--- src/rtl/axi4_lite_slave_regs.sv ---
// AXI4-Lite slave register bank: NUM_REGS x 32-bit words, byte strobes, OKAY/SLVERR, flat regs_o export.
// Latency: B one cycle after the last AW/W handshake; R one cycle after the AR handshake.
// Backpressure: one outstanding write and one outstanding read; B/R are held stable until bready/rready.
module axi4_lite_slave_regs #(
    parameter int AXI_WIDTH = 32,
    parameter int AXI_DEPTH = 32,
    parameter int NUM_REGS  = 8
) (
    input  logic                          s_axi_aclk,
    input  logic                          s_axi_aresetn,
    input  logic                          s_axi_awvalid,
    output logic                          s_axi_awready,
    input  logic [AXI_DEPTH-1:0]          s_axi_awaddr,
    input  logic                          s_axi_wvalid,
    output logic                          s_axi_wready,
    input  logic [AXI_WIDTH-1:0]          s_axi_wdata,
    input  logic [AXI_WIDTH/8-1:0]        s_axi_wstrb,
    output logic                          s_axi_bvalid,
    input  logic                          s_axi_bready,
    output logic [1:0]                    s_axi_bresp,
    input  logic                          s_axi_arvalid,
    output logic                          s_axi_arready,
    input  logic [AXI_DEPTH-1:0]          s_axi_araddr,
    output logic                          s_axi_rvalid,
    input  logic                          s_axi_rready,
    output logic [AXI_WIDTH-1:0]          s_axi_rdata,
    output logic [1:0]                    s_axi_rresp,
    output logic [NUM_REGS*AXI_WIDTH-1:0] regs_o
);

    localparam int IDX_W  = $clog2(NUM_REGS);
    localparam int STRB_W = AXI_WIDTH / 8;
    localparam logic [1:0] RESP_OKAY   = 2'b00;
    localparam logic [1:0] RESP_SLVERR = 2'b10;

    typedef enum logic [1:0] {W_IDLE, W_HAVE_AW, W_HAVE_W, W_RESP} wstate_t;
    typedef enum logic {R_IDLE, R_DATA} rstate_t;

    wstate_t               r_wstate, w_wstate_nxt;
    rstate_t               r_rstate, w_rstate_nxt;
    logic                  r_out_en;
    logic [AXI_DEPTH-1:0]  r_awaddr;
    logic [AXI_WIDTH-1:0]  r_wdata;
    logic [STRB_W-1:0]     r_wstrb;
    logic                  r_bvalid;
    logic [1:0]            r_bresp;
    logic                  r_rvalid;
    logic [AXI_WIDTH-1:0]  r_rdata;
    logic [1:0]            r_rresp;
    logic [AXI_WIDTH-1:0]  r_regs [NUM_REGS];

    logic                  w_awready, w_wready, w_arready;
    logic                  w_aw_hs, w_w_hs, w_ar_hs, w_commit;
    logic [AXI_DEPTH-1:0]  w_waddr;
    logic [AXI_WIDTH-1:0]  w_wdata_eff;
    logic [STRB_W-1:0]     w_wstrb_eff;
    logic [IDX_W-1:0]      w_widx, w_ridx;
    logic                  w_wok, w_rok;
    logic                  w_unused_addr_lsbs;

    // Readies are held low until the first edge after reset release, then decoded from state.
    assign w_awready = r_out_en & ((r_wstate == W_IDLE) | (r_wstate == W_HAVE_W));
    assign w_wready  = r_out_en & ((r_wstate == W_IDLE) | (r_wstate == W_HAVE_AW));
    assign w_arready = r_out_en & (r_rstate == R_IDLE);

    assign w_aw_hs = s_axi_awvalid & w_awready;
    assign w_w_hs  = s_axi_wvalid  & w_wready;
    assign w_ar_hs = s_axi_arvalid & w_arready;

    // Use the latched half of a split write, the live bus otherwise.
    assign w_waddr     = (r_wstate == W_HAVE_AW) ? r_awaddr : s_axi_awaddr;
    assign w_wdata_eff = (r_wstate == W_HAVE_W)  ? r_wdata  : s_axi_wdata;
    assign w_wstrb_eff = (r_wstate == W_HAVE_W)  ? r_wstrb  : s_axi_wstrb;

    assign w_widx = w_waddr[2 +: IDX_W];
    assign w_wok  = (w_waddr[AXI_DEPTH-1:2+IDX_W] == '0);
    assign w_ridx = s_axi_araddr[2 +: IDX_W];
    assign w_rok  = (s_axi_araddr[AXI_DEPTH-1:2+IDX_W] == '0);

    assign w_commit = (r_wstate != W_RESP) & (w_wstate_nxt == W_RESP);

    // Byte-lane address bits carry no meaning for word registers.
    assign w_unused_addr_lsbs = ^{s_axi_awaddr[1:0], s_axi_araddr[1:0], r_awaddr[1:0]};

    // Write channel next-state: AW and W may arrive together or in either order.
    always_comb begin
        w_wstate_nxt = r_wstate;
        case (r_wstate)
            W_IDLE: begin
                if (w_aw_hs && w_w_hs) w_wstate_nxt = W_RESP;
                else if (w_aw_hs)      w_wstate_nxt = W_HAVE_AW;
                else if (w_w_hs)       w_wstate_nxt = W_HAVE_W;
            end
            W_HAVE_AW: if (w_w_hs)       w_wstate_nxt = W_RESP;
            W_HAVE_W:  if (w_aw_hs)      w_wstate_nxt = W_RESP;
            W_RESP:    if (s_axi_bready) w_wstate_nxt = W_IDLE;
            default:   w_wstate_nxt = W_IDLE;
        endcase
    end

    // Read channel next-state: one outstanding read.
    always_comb begin
        w_rstate_nxt = r_rstate;
        case (r_rstate)
            R_IDLE:  if (w_ar_hs)      w_rstate_nxt = R_DATA;
            R_DATA:  if (s_axi_rready) w_rstate_nxt = R_IDLE;
            default: w_rstate_nxt = R_IDLE;
        endcase
    end

    // Ready enable comes up one edge after reset release.
    always_ff @(posedge s_axi_aclk or negedge s_axi_aresetn) begin
        if (!s_axi_aresetn) r_out_en <= 1'b0;
        else                r_out_en <= 1'b1;
    end

    // Write state, latched AW/W halves and registered B response.
    always_ff @(posedge s_axi_aclk or negedge s_axi_aresetn) begin
        if (!s_axi_aresetn) begin
            r_wstate <= W_IDLE;
            r_awaddr <= '0;
            r_wdata  <= '0;
            r_wstrb  <= '0;
            r_bvalid <= 1'b0;
            r_bresp  <= RESP_OKAY;
        end else begin
            r_wstate <= w_wstate_nxt;
            r_bvalid <= (w_wstate_nxt == W_RESP);
            if (w_aw_hs) r_awaddr <= s_axi_awaddr;
            if (w_w_hs) begin
                r_wdata <= s_axi_wdata;
                r_wstrb <= s_axi_wstrb;
            end
            if (w_commit) r_bresp <= w_wok ? RESP_OKAY : RESP_SLVERR;
        end
    end

    // Register file: byte-wise update on the edge that completes a valid write.
    always_ff @(posedge s_axi_aclk or negedge s_axi_aresetn) begin
        if (!s_axi_aresetn) begin
            for (int k = 0; k < NUM_REGS; k++) r_regs[k] <= '0;
        end else if (w_commit && w_wok) begin
            for (int b = 0; b < STRB_W; b++) begin
                if (w_wstrb_eff[b]) r_regs[w_widx][8*b +: 8] <= w_wdata_eff[8*b +: 8];
            end
        end
    end

    // Read state and captured data; a same-edge write is not yet visible here.
    always_ff @(posedge s_axi_aclk or negedge s_axi_aresetn) begin
        if (!s_axi_aresetn) begin
            r_rstate <= R_IDLE;
            r_rvalid <= 1'b0;
            r_rdata  <= '0;
            r_rresp  <= RESP_OKAY;
        end else begin
            r_rstate <= w_rstate_nxt;
            r_rvalid <= (w_rstate_nxt == R_DATA);
            if (w_ar_hs) begin
                r_rdata <= w_rok ? r_regs[w_ridx] : '0;
                r_rresp <= w_rok ? RESP_OKAY : RESP_SLVERR;
            end
        end
    end

    assign s_axi_awready = w_awready;
    assign s_axi_wready  = w_wready;
    assign s_axi_arready = w_arready;
    assign s_axi_bvalid  = r_bvalid;
    assign s_axi_bresp   = r_bresp;
    assign s_axi_rvalid  = r_rvalid;
    assign s_axi_rdata   = r_rdata;
    assign s_axi_rresp   = r_rresp;

    for (genvar k = 0; k < NUM_REGS; k++) begin : g_regs_o
        assign regs_o[k*AXI_WIDTH +: AXI_WIDTH] = r_regs[k];
    end

endmodule

--- config.mk ---
export PLATFORM = sky130hd
export DESIGN_NAME = axi4_lite_slave_regs
export DESIGN_NICKNAME = d
export VERILOG_FILES = /design/src/rtl/axi4_lite_slave_regs.sv
export SDC_FILE = /design/constraint.sdc
export NUM_CORES = 1
export LEC_CHECK = 0
export CAP_MARGIN = 20
export CORE_MARGIN = 3
export CORE_UTILIZATION = 45
export DETAILED_ROUTE_END_ITERATION = 10
export GPL_TIMING_DRIVEN = 0
export PLACE_DENSITY_LB_ADDON = 0.08
export SYNTH_ARGS = -nofsm -noshare
export SYNTH_HDL_FRONTEND = slang
export SYNTH_SLANG_ARGS = --single-unit
--- constraint.sdc ---
create_clock -name s_axi_aclk -period 4.26 [get_ports s_axi_aclk]
set_clock_uncertainty 0.2 [all_clocks]
set_input_delay 0.426 -clock s_axi_aclk [delete_from_list [all_inputs] [get_ports s_axi_aclk]]
set_output_delay 0.426 -clock s_axi_aclk [all_outputs]
set_load 0.01 [all_outputs]
# Yosys cells after proc, flatten, opt, wreduce, memory -nomap -nowiden
# Index checks and enable logic that the tools add are counted.
dict set report word_totals {
  register_bits 365
  in_bits 107
}
dict set report op_classes {
  n_lt_le_gt_ge 3
  n_eq_ne 5
  muxes 38
  n_bitwise 12
  n_reduce_logical 6
}
# cell count
set ops {}
lappend ops {{two-way mux 256 bit} 7}
lappend ops {{bitwise mux 256 bit} 4}
lappend ops {{demux 32 bit (select 3 bit)} 4}
lappend ops {{two-way mux 32 bit} 6}
lappend ops {{binary-select mux 32 bit (select 3 bit)} 1}
lappend ops {{zero test 27 bit} 2}
lappend ops {{two-way mux 24 bit} 1}
lappend ops {{two-way mux 16 bit} 1}
lappend ops {{two-way mux 2 bit} 8}
lappend ops {{greater-or-equal comparator 4 bit, second input constant} 2}
lappend ops {{two-way mux 8 bit} 1}
lappend ops {{NOT 3 -> 4 bit} 2}
lappend ops {{case mux 2 bit (4 select lines)} 1}
lappend ops {{bitwise AND 1 bit} 7}
lappend ops {{equality test 2 bit, second input constant} 3}
lappend ops {{less-than comparator 4 x 1 -> 1 bit, second input constant} 1}
lappend ops {{two-way mux 4 bit} 1}
lappend ops {{logical AND 1 bit} 3}
lappend ops {{equality test 2 x 1 -> 1 bit, second input constant} 1}
lappend ops {{zero test 2 bit} 1}
lappend ops {{two-way mux 1 bit} 2}
lappend ops {{inequality test 2 bit, second input constant} 1}
lappend ops {{bitwise OR 1 bit} 2}
lappend ops {{case mux 1 bit (2 select lines)} 1}
lappend ops {{NOT 1 bit} 1}

# Depth between registers and ports, before layout
# Gate-level depths: netlist of the first run.
dict set report logic_depth {
  depth_word 20
  depth_mapped 7
  depth_no_buf 5
}

# Worst setup path after synthesis of the first run
# OpenSTA, ideal clock, no wires.
dict set report synth_path {
  kind {register to register}
  start {reg r_wstate[1]}
  end {reg r_regs (netlist bit regs_o[75])}
  setup_time_ps 125
  arrival_time_ps 2150
  required_ps 3935
  slack_ps 1786
  path_stages_with_launch 8
  path_buffers 2
  cell_sequence {dfrtp_1 -> nand2b_2 -> buf_2 -> nand4b_1 -> and2_1 -> buf_6 -> nor4_4 -> mux2_2}
}
dict set report synth_via {
  elab_chain_cells 15
}
# element line_no
set synth_lines {}
lappend synth_lines {{from (decl)} 39} ;# wstate_t r_wstate, w_wstate_nxt;
lappend synth_lines {{from (signal assigned)} 127} ;# r_wstate <= w_wstate_nxt;
lappend synth_lines {{equality test 2 x 1 -> 1 bit} {63, 71, 88}}
lappend synth_lines {{two-way mux 32 bit} 71} ;# assign w_waddr = (r_wstate == W_HAVE_AW) ? r_awaddr : s_axi_awaddr;
lappend synth_lines {{NOT 3 -> 4 bit (implied by the code)} 144} ;# if (w_wstrb_eff[b]) r_regs[w_widx][8*b +: 8] <= w_wdata_eff[8*b +: 8];
lappend synth_lines {{greater-or-equal comparator 4 bit (implied by the code), or another cell as far along} 144}
lappend synth_lines {{logical AND 1 bit (implied by the code) / bitwise mux 256 bit (equally long branches)} 144}
lappend synth_lines {{two-way mux 16 bit (implied by the code) / two-way mux 256 bit (equally long branches)} 144}
lappend synth_lines {{demux 32 bit (select 3 bit) / two-way mux 256 bit (equally long branches)} {144, 142}}
lappend synth_lines {{bitwise mux 256 bit} 144}
lappend synth_lines {{two-way mux 256 bit} 144}
lappend synth_lines {{two-way mux 256 bit} 142} ;# end else if (w_commit && w_wok) begin
lappend synth_lines {{bitwise mux 256 bit} 144}
lappend synth_lines {{two-way mux 256 bit} 144}
lappend synth_lines {{two-way mux 256 bit} 142}
lappend synth_lines {{bitwise mux 256 bit} 144}
lappend synth_lines {{two-way mux 256 bit} 144}
lappend synth_lines {{to (signal, indexed assignment)} 144}
lappend synth_lines {{to (decl)} 50} ;# logic [AXI_WIDTH-1:0] r_regs [NUM_REGS];
# Parallel ways exist; a longest one is shown, timed or not. The select of a mux whose other input is x is not followed.
# A chain may end at the register's enable or synchronous reset.

# Worst setup path after layout of the first run
dict set report layout_path {
  start {reg r_awaddr[24]}
  end {reg r_regs (netlist bit regs_o[84])}
}
dict set report layout_via {
  elab_chain_cells 3
}
# element line_no
set layout_lines {}
lappend layout_lines {{from (decl)} 42} ;# logic [AXI_DEPTH-1:0] r_awaddr;
lappend layout_lines {{from (signal assigned)} 129} ;# if (w_aw_hs) r_awaddr <= s_axi_awaddr;
lappend layout_lines {{two-way mux 32 bit} 71}
lappend layout_lines {{zero test 27 bit} 76} ;# assign w_wok = (w_waddr[AXI_DEPTH-1:2+IDX_W] == '0);
lappend layout_lines {{logical AND 1 bit} 142}
# Every way passes these cells.

==> results.tsv, run 1 <==
stage	metric	value	unit
synth	synth_top_cell_by_area	dfrtp_1	
grt	grt_use_met1	33.78	%
drt	route.vias.total	11087	
grt	grt_pass1_wl	74120	um
layout	layout_common_cells	393 x clkdlybuf4s50_1, 361 x dfrtp_1, 349 x mux2_2	
sta	hold_viol	0	
cts	ctsHoldBuffers	1	
grt	grt_max_degree	116	
critical_path	r2r_cells	6	
sta	period_minus_slack	3.176	ns
synth	synth_top_area_share	54.96	%
job	max_cap_viol_count	0	
drt	wire_per_inst	25.17	um
critical_path	crit_path_start_kind	flip-flop	
critical_path	r2r-end	regs_o[84]	
floorplanning	die_w	197.1	um
floorplanning	die_h	197.1	um
place	numPortBuffers	394	
drt	first_pass_iters	4	
power_and_ir_drop	p_leak	10.10	nW
floorplanning	die_area	0.03886	mm2
min_path	hp-class	input port to async pin	
synth	postSynthCellCount	1051	
critical_path	worstPathArrival	3.37	ns
cts	clk_pin_slew	0.06	ns
critical_path	cp.required	4.46	ns
drt	postRouteWirelength	49810	um
sta	rsz0062_at_grt	no	
synth	yosysWarnings	0	
grt	busiest_layer	met2	
place	gp_congestion	0.7980	
place	dpl.hpwl	35820	um
status	status	finished clean	
critical_path	critical_path_class	flip-flop to flip-flop	
critical_path	cpPeakStageDelay	0.83	ns
floorplanning	start_util	45.88	%
layout	drive_above_1_share	35.01	%
grt	grt_overflow_total	0	
layout	final_nets	1598	
sta	relSlewSlack	27.25	%
cts	clkLatencyLatePin	0.52	ns
drt	drcViolationCount	0	
synth	synth_area_leaders	dfrtp_1 55%, mux2_2 24%, mux4_2 8.8%, mux2i_1 2.1%, nand2_1 1.3%	
critical_path	timing.rr.start	r_awaddr[24]	
grt	grt_pass1_vias	11677	
critical_path	cp_max_fo	9	
cts	clockBufferDepth	3	
drt	drtIter0Drc	436	
sta	timing.setup.tns	0	ns
synth	ys.flop_type	dfrtp_1	
cts	cts_max_level	2	
synth	async_flop_share	100.0	%
synth	synth-edff-count	0	
layout	areaGrowthSynthToFinish	35.52	%
critical_path	worstSetupEndpointType	flip-flop	
power_and_ir_drop	finalPower	8.745	mW
layout	multi_input_area	0.007151	mm2
cts	cts_made_buffers	39	
grt	gr-usage-met2	42.49	%
layout	seqCellArea	0.009034	mm2
sta	slew_violations	0	
place	place_ws	0.6158	ns
critical_path	cpMaxStageDelayCell	nor4_4	
sta	post-route-period-util	74.54	%
power_and_ir_drop	p_per_area	392.5	mW/mm2
cts	post-cts-setup-buffers	0	
critical_path	crit_chain	nor4_1 -> nand4_1 -> mux2_2 -> buf_6 -> nor4_4 -> mux2_2	
drt	ant_nets	0	
floorplanning	ios	404	
grt	track_usage	25.38	%
sta	setup_slack	1.084	ns
cts	cts.sinks	361	
cts	clock-root-buffer	clkbuf_16	
grt	grt_antenna_before_repair	4	
sta	worstMarginPinSlew	1.091	ns
synth	synth_area	0.01644	mm2
layout	final_area	0.02228	mm2
cts	post_cts_resized	0	
grt	grtUsageMet3	6.294	%
place	placed_cell_area	0.02105	mm2
synth	synthDistinctLibCells	41	
cts	cts_tree	done	
critical_path	r2r_slack	1.08	ns
floorplanning	core	0.03583	mm2
floorplanning	rows	69	
layout	final_common_cell	clkdlybuf4s50_1	
drt	vias_per_cell	5.602	
power_and_ir_drop	peakVddDrop	0.3081	mV
synth	syn_area_per_cell	15.64	um2
synth	seq_area_frac_synth	54.96	%
layout	nFillCells	2789	
synth	ys_ff_latch	361	
sta	fmax	0.3149	GHz
critical_path	crit_top_cell	mux2_2	
sta	setup_violations	0	
[worst max path at each step]
stage / start / end / slack, ns / cells after the start
6_report: r_awaddr[24] / regs_o[84] / 1.08 / 6
5_1_grt: r_awaddr[24] / regs_o[128] / 0.90 / 6
4_1_cts: r_awaddr[24] / regs_o[133] / 1.06 / 6
3_5_place_dp: s_axi_awaddr[24] / regs_o[130] / 0.62 / 7
3_3_place_gp: s_axi_aresetn / r_awaddr[26] / -13.55 / 1
2_1_floorplan: r_wstate[1] / regs_o[75] / 1.79 / 7
[synthesized netlist by cell type (2+ instances only)]
| cell | number |
|---|---|
| nor2b_1 | 6 |
| nor3_1 | 3 |
| conb_1 | 2 |
| mux4_2 | 64 |
| nand4_1 | 4 |
| nand4_2 | 9 |
| a31oi_1 | 2 |
| and2_1 | 2 |
| nor4_1 | 19 |
| nor2_1 | 4 |
| buf_4 | 3 |
| nand2b_1 | 2 |
| mux2i_1 | 34 |
| nand4_4 | 9 |
| and2b_1 | 2 |
| nand4b_1 | 2 |
| buf_6 | 3 |
| buf_2 | 14 |
| nand2_1 | 55 |
| mux2_2 | 349 |
| o21ai_0 | 36 |
| nor4_4 | 9 |
| dfrtp_1 | 361 |
| and4b_1 | 3 |
| mux2i_2 | 2 |
| a31o_2 | 2 |
| inv_1 | 4 |
| clkbuf_1 | 22 |
| buf_1 | 5 |
| and4bb_2 | 2 |
| mux2_1 | 7 |
[through the flow]
step | cells | hold slack, ns | utilization, %
final | 1979 | 0.1863 | 62.18
after floorplan | 1052 | -0.06959 | -
after CTS | 1975 | 0.1768 | 62.15
after global placement | 1907 | 0.2602 | 58.51
after detailed placement | 1910 | 0.1372 | 58.75
after global routing | 1979 | 0.1963 | 62.18
[worst max-delay path, delay by kind of cell (launching register included)]
family                 cells  cell delay [ns]
AND/OR/NAND/NOR            3             1.54
multiplexers               2             0.77
flip-flops                 1             0.37
buffers and inverters      1             0.18
[kinds of logic after synthesis]
| family | count (synthesis) | synth area share (%) |
|---|---|---|
| AO/OA/AOI/OAI | 43 | 1.408 |
| multiplexers | 456 | 35.39 |
| buffers and inverters | 52 | 1.568 |
| other | 2 | 0.04569 |
| flip-flops | 361 | 54.96 |
| AND/OR/NAND/NOR | 137 | 6.630 |
[power by group]
group          switching, mW  total, mW  internal, mW
registers              0.180       3.94          3.76
logic                  0.883       1.56         0.681
clock network           1.33       3.24          1.91
[sequential cells by signal, summed over array words and instances (netlist names)]
| signal | flops |
|---|---|
| r_out_en | 1 |
| r_wstrb | 4 |
| s_axi_bresp | 1 |
| r_wstate | 2 |
| s_axi_rdata | 32 |
| s_axi_rresp | 1 |
| s_axi_bvalid | 1 |
| regs_o | 256 |
| s_axi_rvalid | 1 |
| r_awaddr | 30 |
| r_wdata | 32 |
[per-layer routing]
metal  routed length [um]  up-vias  share of wire (%)
met5                    0        -                  0
met4                  888        0                1.8
met3                 3400       54                6.8
met2                24470      342                 49
met1                21050     5841                 42
li1                     -     4850                  -
[area by class of cell]
| class | count | area share (%) |
|---|---|---|
| Antenna cell | 4 | 0.04493 |
| Buffer | 48 | 1.090 |
| Clock buffer | 57 | 5.133 |
| Clock inverter | 7 | 0.2864 |
| Inverter | 4 | 0.06740 |
| Multi-Input combinational cell | 639 | 32.10 |
| Sequential cell | 361 | 40.55 |
| Tap cell | 461 | 2.589 |
| Timing Repair Buffer | 398 | 18.14 |
(Power assumes the default switching activity.)
==> run 2, diff against run 1 <==
- clock period: 4.26 -> 2.8 ns (I/O delays scaled with it)
==> run 2 against run 1 <==
Compared with the run above: cell count increased by 1.6%; flip-flop and latch count did not move; critical path type unchanged; critical endpoint is now regs_o[43]; largest power group unchanged; highest routed layer unchanged; total power increased by 54%; design area rose by 3.0%.
==> results.tsv, run 2 (synthesis gave the netlist of run 1 again) <==
stage	metric	value	unit
status	status	finished clean	
drt	drcViolationCount	0	
floorplanning	die_w	197.1	um
sta	hold_viol	0	
cts	clock-root-buffer	clkbuf_16	
sta	fmax	0.3582	GHz
floorplanning	die_area	0.03886	mm2
critical_path	crit_path_start_kind	flip-flop	
drt	first_pass_iters	5	
critical_path	r2r_slack	0.008	ns
critical_path	r2r-end	regs_o[43]	
sta	period_minus_slack	2.792	ns
critical_path	critical_path_class	flip-flop to flip-flop	
grt	grt_pass1_wl	74660	um
drt	route.vias.total	11207	
layout	nFillCells	2720	
critical_path	worstPathArrival	2.99	ns
cts	cts_made_buffers	39	
cts	cts.sinks	361	
layout	largest_reg_flops	256	
grt	track_usage	25.54	%
cts	cts_max_level	2	
floorplanning	start_util	45.88	%
cts	clockBufferDepth	3	
critical_path	timing.rr.start	r_awaddr[24]	
floorplanning	core	0.03583	mm2
grt	grt_pass1_vias	11778	
floorplanning	rows	69	
cts	clkLatencyLatePin	0.52	ns
cts	clk_pin_slew	0.06	ns
place	dpl.cell_count	1910	
drt	drtIter0Drc	492	
sta	fin_hold_ws	0.03712	ns
drt	vias_per_cell	5.576	
sta	rsz0062_at_grt	yes	
layout	fin_cells	2010	
min_path	hp-class	input port to async pin	
floorplanning	ios	404	
power_and_ir_drop	p_leak	10.43	nW
power_and_ir_drop	p_per_area	586.9	mW/mm2
place	gp_congestion	0.7980	
sta	relSlewSlack	28.22	%
sta	slew_violations	0	
power_and_ir_drop	peakVddDrop	0.4716	mV
place	numPortBuffers	394	
drt	wire_per_inst	25.07	um
layout	areaGrowthSynthToFinish	39.56	%
drt	postRouteWirelength	50390	um
layout	layout_common_cells	393 x clkdlybuf4s50_1, 361 x dfrtp_1, 336 x mux2_2	
layout	final_nets	1629	
grt	grt_max_degree	116	
place	dpl.hpwl	35820	um
layout	final_common_cell	clkdlybuf4s50_1	
layout	drive_above_1_share	37.09	%
sta	post-route-period-util	99.70	%
sta	worstMarginPinSlew	1.077	ns
job	max_cap_viol_count	0	
critical_path	cp.required	3.00	ns
critical_path	r2r_cells	9	
grt	grt_overflow_total	0	
critical_path	worstSetupEndpointType	flip-flop	
power_and_ir_drop	finalPower	13.46	mW
floorplanning	die_h	197.1	um
cts	cts_tree	done	
sta	setup_violations	0	
critical_path	cp_max_fo	8	
drt	ant_nets	0	
grt	grt_antenna_before_repair	4	
-- run 2: critical path, cell delays in order (launching register included) --
cell and delay (ns):
dfrtp_1 0.40, nor4_4 0.30, nand4_1 0.20, buf_4 0.20, o32ai_4 0.34, buf_6 0.16, buf_12 0.11, buf_12 0.13
nand4_4 0.25, mux2_4 0.38
-- run 2: how the worst max path moves through the flow --
stage	start	end	slack, ns	cells after the start
2_1_floorplan	r_wstate[1]	regs_o[75]	0.33	7
3_3_place_gp	s_axi_aresetn	r_awaddr[26]	-14.87	1
3_5_place_dp	s_axi_awaddr[24]	regs_o[130]	-0.70	7
4_1_cts	r_awaddr[27]	regs_o[251]	-0.10	7
5_1_grt	r_awaddr[24]	regs_o[43]	-0.1	9
6_report	r_awaddr[24]	regs_o[43]	0.008	9
-- run 2: cell type report --
cell class,instances,area [um2],share of cell area [%]
clock inverter,7,63.81,0.2782
antenna,4,10.01,0.04363
sequential,361,9034,39.38
timing repair buffer,429,4461,19.44
buffer,48,286.5,1.249
multi-input combinational,639,7351,32.04
clock buffer,57,1144,4.985
inverter,4,15.01,0.06545
tap,461,576.8,2.514
-- run 2: power breakdown --
part,leakage [nW],switching (mW),internal (mW)
registers,4.88,0.304,5.73
clock network,0.600,2.02,2.90
logic,4.95,1.41,1.10
-- run 2: routing by layer --
| metal | part of all wire [%] | track usage [%] | up-vias |
|---|---|---|---|
| met5 | 0 | 0 | - |
| met4 | 1.8 | 5.913 | 0 |
| met3 | 7.4 | 6.686 | 55 |
| met2 | 49 | 42.64 | 362 |
| met1 | 42 | 33.88 | 5882 |
| li1 | - | - | 4908 |
-- run 2: timing repair --
action                     CTS  global route
pin swaps                    9             4
buffers inserted            13            17
resized for setup           16            51
cloned                       1             0
hold endpoints to repair   250             0
setup endpoints to repair  256           236
hold buffers                 1             0
-- run 2: per-stage QoR --
step | setup TNS, ns | util, % | area (um2) | setup WS [ns]
after global routing | -4.291 | 64.03 | 22940 | -0.09931
after global placement | -5450.20 | 58.51 | 20960 | -14.87
after detailed placement | -103.39 | 58.75 | 21050 | -0.6982
after floorplan | 0 | - | 16440 | 0.3258
final | 0 | 64.03 | 22940 | 0.008459
after CTS | -0.7362 | 63.12 | 22610 | -0.1030
